===== config.mk =====
export PLATFORM = sky130hd
export DESIGN_NAME = shift_seq_ctrl
export DESIGN_NICKNAME = d
export VERILOG_FILES = /design/src/rtl/shift_seq_ctrl.sv
export SDC_FILE = /design/constraint.sdc
export NUM_CORES = 1
export LEC_CHECK = 0
export CAP_MARGIN = 30
export CORE_ASPECT_RATIO = 1.1
export CORE_MARGIN = 3
export CORE_UTILIZATION = 46
export DETAILED_ROUTE_END_ITERATION = 10
export GPL_TIMING_DRIVEN = 0
export PLACE_DENSITY = 0.81
export SLEW_MARGIN = 10
export SYNTH_ARGS = -nofsm -noshare
export SYNTH_HDL_FRONTEND = slang
export SYNTH_SLANG_ARGS = --single-unit

===== constraint.sdc =====
create_clock -name CLK -period 1.8 [get_ports CLK]
set_input_delay 0.36 -clock CLK [delete_from_list [all_inputs] [get_ports CLK]]
set_output_delay 0.36 -clock CLK [all_outputs]
set_load 0.01 [all_outputs]

===== src/rtl/shift_seq_ctrl.sv =====
// Framed full-duplex serial transfer sequencer around a WIDTH-bit shift register.
// Optional even-parity bit phase is enabled by defining SHIFT_SEQ_PARITY_EN.
module shift_seq_ctrl #(
    parameter int WIDTH = 4,
    parameter int CNT_W = 3
) (
    input  logic             CLK,
    input  logic             RST,
    input  logic             START,
    input  logic [WIDTH-1:0] LOAD_DATA,
    input  logic             RX_IN,
    output logic             TX_OUT,
    output logic             BUSY,
    output logic             DONE,
    output logic [WIDTH-1:0] RX_DATA,
    output logic             PAR_ERR
);

`ifdef SHIFT_SEQ_PARITY_EN
    typedef enum logic [1:0] {S_IDLE, S_SHIFT, S_PARITY, S_DONE} state_t;
`else
    typedef enum logic [1:0] {S_IDLE, S_SHIFT, S_DONE} state_t;
`endif

    localparam logic [CNT_W-1:0] LAST_CNT = CNT_W'(WIDTH - 1);

    state_t           state_q, state_d;
    logic [WIDTH-1:0] sreg_q, sreg_d;
    logic [WIDTH-1:0] rx_data_q, rx_data_d;
    logic [CNT_W-1:0] cnt_q, cnt_d;
`ifdef SHIFT_SEQ_PARITY_EN
    logic             par_q, par_d;
    logic             par_err_q, par_err_d;
`endif

    always_ff @(posedge CLK or negedge RST) begin
        if (!RST) begin
            state_q   <= S_IDLE;
            sreg_q    <= '0;
            rx_data_q <= '0;
            cnt_q     <= '0;
`ifdef SHIFT_SEQ_PARITY_EN
            par_q     <= 1'b0;
            par_err_q <= 1'b0;
`endif
        end else begin
            state_q   <= state_d;
            sreg_q    <= sreg_d;
            rx_data_q <= rx_data_d;
            cnt_q     <= cnt_d;
`ifdef SHIFT_SEQ_PARITY_EN
            par_q     <= par_d;
            par_err_q <= par_err_d;
`endif
        end
    end

    always_comb begin
        state_d   = state_q;
        sreg_d    = sreg_q;
        rx_data_d = rx_data_q;
        cnt_d     = cnt_q;
        TX_OUT    = 1'b0;
        BUSY      = 1'b0;
        DONE      = 1'b0;
`ifdef SHIFT_SEQ_PARITY_EN
        par_d     = par_q;
        par_err_d = par_err_q;
`endif
        case (state_q)
            S_IDLE: begin
                if (START) begin
                    sreg_d  = LOAD_DATA;
                    cnt_d   = '0;
                    state_d = S_SHIFT;
`ifdef SHIFT_SEQ_PARITY_EN
                    par_d   = ^LOAD_DATA;
`endif
                end
            end
            S_SHIFT: begin
                BUSY   = 1'b1;
                TX_OUT = sreg_q[WIDTH-1];
                sreg_d = {sreg_q[WIDTH-2:0], RX_IN};
                cnt_d  = cnt_q + CNT_W'(1);
                if (cnt_q == LAST_CNT) begin
`ifdef SHIFT_SEQ_PARITY_EN
                    state_d = S_PARITY;
`else
                    rx_data_d = sreg_d;
                    state_d   = S_DONE;
`endif
                end
            end
`ifdef SHIFT_SEQ_PARITY_EN
            // Received word is published at the edge entering DONE so it moves
            // together with PAR_ERR; the shift register holds it through PARITY.
            S_PARITY: begin
                BUSY      = 1'b1;
                TX_OUT    = par_q;
                rx_data_d = sreg_q;
                par_err_d = RX_IN ^ (^sreg_q);
                state_d   = S_DONE;
            end
`endif
            S_DONE: begin
                DONE    = 1'b1;
                state_d = S_IDLE;
            end
            default: state_d = S_IDLE;
        endcase
    end

    assign RX_DATA = rx_data_q;
`ifdef SHIFT_SEQ_PARITY_EN
    assign PAR_ERR = par_err_q;
`else
    assign PAR_ERR = 1'b0;
`endif

endmodule


==> metrics.txt <==
DR iter-0 viols 5; nets 83; H-tree depth 1; gp weighted congestion 0.709; clock share of power 12.0%; via count 456; CTS Root Cell clkbuf_4; clock skew 0.00476 ns; I/O pins 16; Slew Limit Fails 0; Area Growth Syn to Fin 29.9%; Hold-fix buffers, CTS 0; NetSw 493 uW; first-pass GRT wire length 2190 microns; Sink Count 13; Worst VDD drop 0.692 mV; DRT Wirelength 1280 microns; fillers 100; latest clock arrival within the worst-skew pair 0.27 ns; Slowest cell on crit path dfrtp_1; Seq cells post-synth 13; Total Power 1470 uW; Yosys cell types 20; R2R setup slack 0.42 ns; die area 1950 sq um; compound-cell area share of the yosys netlist 11.0%; worst slew pin tran 0.594 ns; synthesized-area fraction occupied by and/or/nand/nor cells 15.5%; vias in the first global route 479; Pint 979 uW; Synth area leader dfrtp_1; diode count 0; Pwr Density 1690 nW/um^2; synth top area cells dfrtp_1 (49%), mux2_4 (9.0%), nor4b_1 (5.2%); RSZ-0062 raised after global routing false; fin crit period 1.72 ns; DRC violations left 0; prevailing post-synth register cell dfrtp_1; Starting Density 52.9%; routed length per placed instance 14.7 microns; Mean Syn Cell Area 12.9 sq um; Synthesis Warnings 0; Clock transition at path regs 0.08 ns; DR vias/cell 5.24; status complete, no violations; Final period util 95.6%; area share of the largest cell type after synthesis 48.5%; Rel. slew slack 60.2%; Routed Antenna Nets 0; Hold Crit Class in -> async; Worst Path Arrival 1.36 ns; Required @ worst endpoint 1.44 ns; register area share after synthesis 48.5%; die width 42.4 microns; Detailed Routing Iterations Pass 1 4; DPL Wire Length 928 microns; CTS tree yes; max-cap violations 0; post-synthesis adder-cell area fraction 3.73%; ratio of cells with drive above 1 in the final layout 25.0%; CP peak stage delay 0.39 ns; largest family of logic cells by synthesized area simple AND/OR/NAND/NOR gates; Mapped Cells 52; mux contribution to synthesized area 10.6%; XOR/XNOR share of the synthesized area 0%; gr ovfl total 0; largest net degree at the start of global routing 14; Setup WS pre-CTS 0.0526 ns; GRT Util Overall 15.8%; post-route setup slack 0.0798 ns; most frequent cells in the layout dfrtp_1 (13), clkdlybuf4s50_1 (11), inv_1 (7), mux2_4 (4), nor4b_1 (4); Syn Nets 62; Hold Fails Final Rpt 0; Netlist Area Pre-Place 671 sq um; Die H 46.0 microns; antenna violations before repair 0; most common cell after layout, fill and taps aside dfrtp_1; fmax 581 MHz; Post-synth ARST share 100%; Core ar. 1270 sq um; Leakage 0.000430 uW; CTS max path bufs 2; Worst Setup Start Kind flop; # rows 13; EDFF count, synth 0; # setup viols final 0; Flop pwr share 34.6%; Gate power share 53.4%; CP Capture Type primary output; worst-path cell chain nor2b_2, buf_6, and2_1, dlygate4sd2_1; setup TNS 0 ns; CP Max Fanout 7; Num CTS Buffers 3; Worst Setup Path Type reg -> out; Buffers on Ports 14; switching share of power 33.5%
## repair_timing
item	4_1_cts	5_1_grt
gates resized for setup	4	1
setup buffers	2	0
pin swaps	0	0
setup endpoints to repair	3	1
## metal layers
layer  track usage (%)  up-vias  routed length [microns]
li1                  -      220                        -
met1              20.2      219                      595
met2              25.2       15                      616
met3              2.77        2                       54
met4              9.32        0                       12
met5                 0        -                        0
## final timing paths
| path | to | from | cells past startpoint |
|---|---|---|---|
| worst min register to register | RX_DATA[0] | RX_DATA[0] | 1 |
| worst min-delay path | sreg_q[2] | RST | 1 |
| worst max register to register | RX_DATA[1] | cnt_q[0] | 4 |
| min in group CLK | RX_DATA[0] | RX_DATA[0] | 1 |
| worst max-delay path | TX_OUT | state_q[0] | 4 |
| max in group asynchronous | cnt_q[2] | RST | 1 |
## cell usage after synthesis, drive strengths merged, types with 2 or more instances
library cell,instances
ha,2
a221oi,2
a22o,2
mux2,5
nand2b,2
dfrtp,13
a211oi,2
buf,4
nor4b,4
nor3b,2
inv,7
## metrics by stage
stage | cell area (sq um) | hold WS [ns] | utilization, % | instances
after CTS | 870 | 0.460 | 68.5 | 87
after global routing | 871 | 0.497 | 68.6 | 87
final | 871 | 0.462 | 68.6 | 87
after detailed placement | 830 | 0.491 | 65.4 | 81
after global placement | 830 | 0.485 | 65.4 | 81
after floorplan | 671 | 0.0644 | - | 52
## power groups by stage
stage               Sequential (uW)  Clock (uW)  Combinational [uW]
floorplan                       529           0                 484
global placement                514           0                 739
detailed placement              525           0                 768
CTS                             510         185                 796
global route                    527         195                 856
finish                          510         176                 786
## critical path, delay by kind of cell (launching register included)
family,cells,cell delay [ns]
simple gates,2,0.31
buf+inv,2,0.41
flops,1,0.39
## layout make-up
cell class / count / area, sq um / share of cell area [%]
clock buffers: 4 / 26.3 / 3.02
flip-flops and latches: 13 / 325 / 37.4
multi-input cells: 28 / 280 / 32.2
well taps: 15 / 18.8 / 2.16
plain buffers: 4 / 41.3 / 4.74
repair buffers: 16 / 153 / 17.5
inverters: 7 / 26.3 / 3.02
## state kept, by name, indices dropped and copies added, names as in the netlist
name,flops
RX_DATA,4
cnt_q,3
sreg_q,4
state_q,2
## cells by family (layout without fill, tap and decap cells)
group / after synthesis / in the layout
flip-flops: 13 / 13
AND/OR/NAND/NOR: 12 / 12
buffers and inverters: 11 / 31
AO/OA/AOI/OAI: 8 / 8
multiplexers: 5 / 5
adder cells (fa/ha/maj): 2 / 2
other: 1 / 1
No activity file was read; power rests on OpenSTA's default activity.
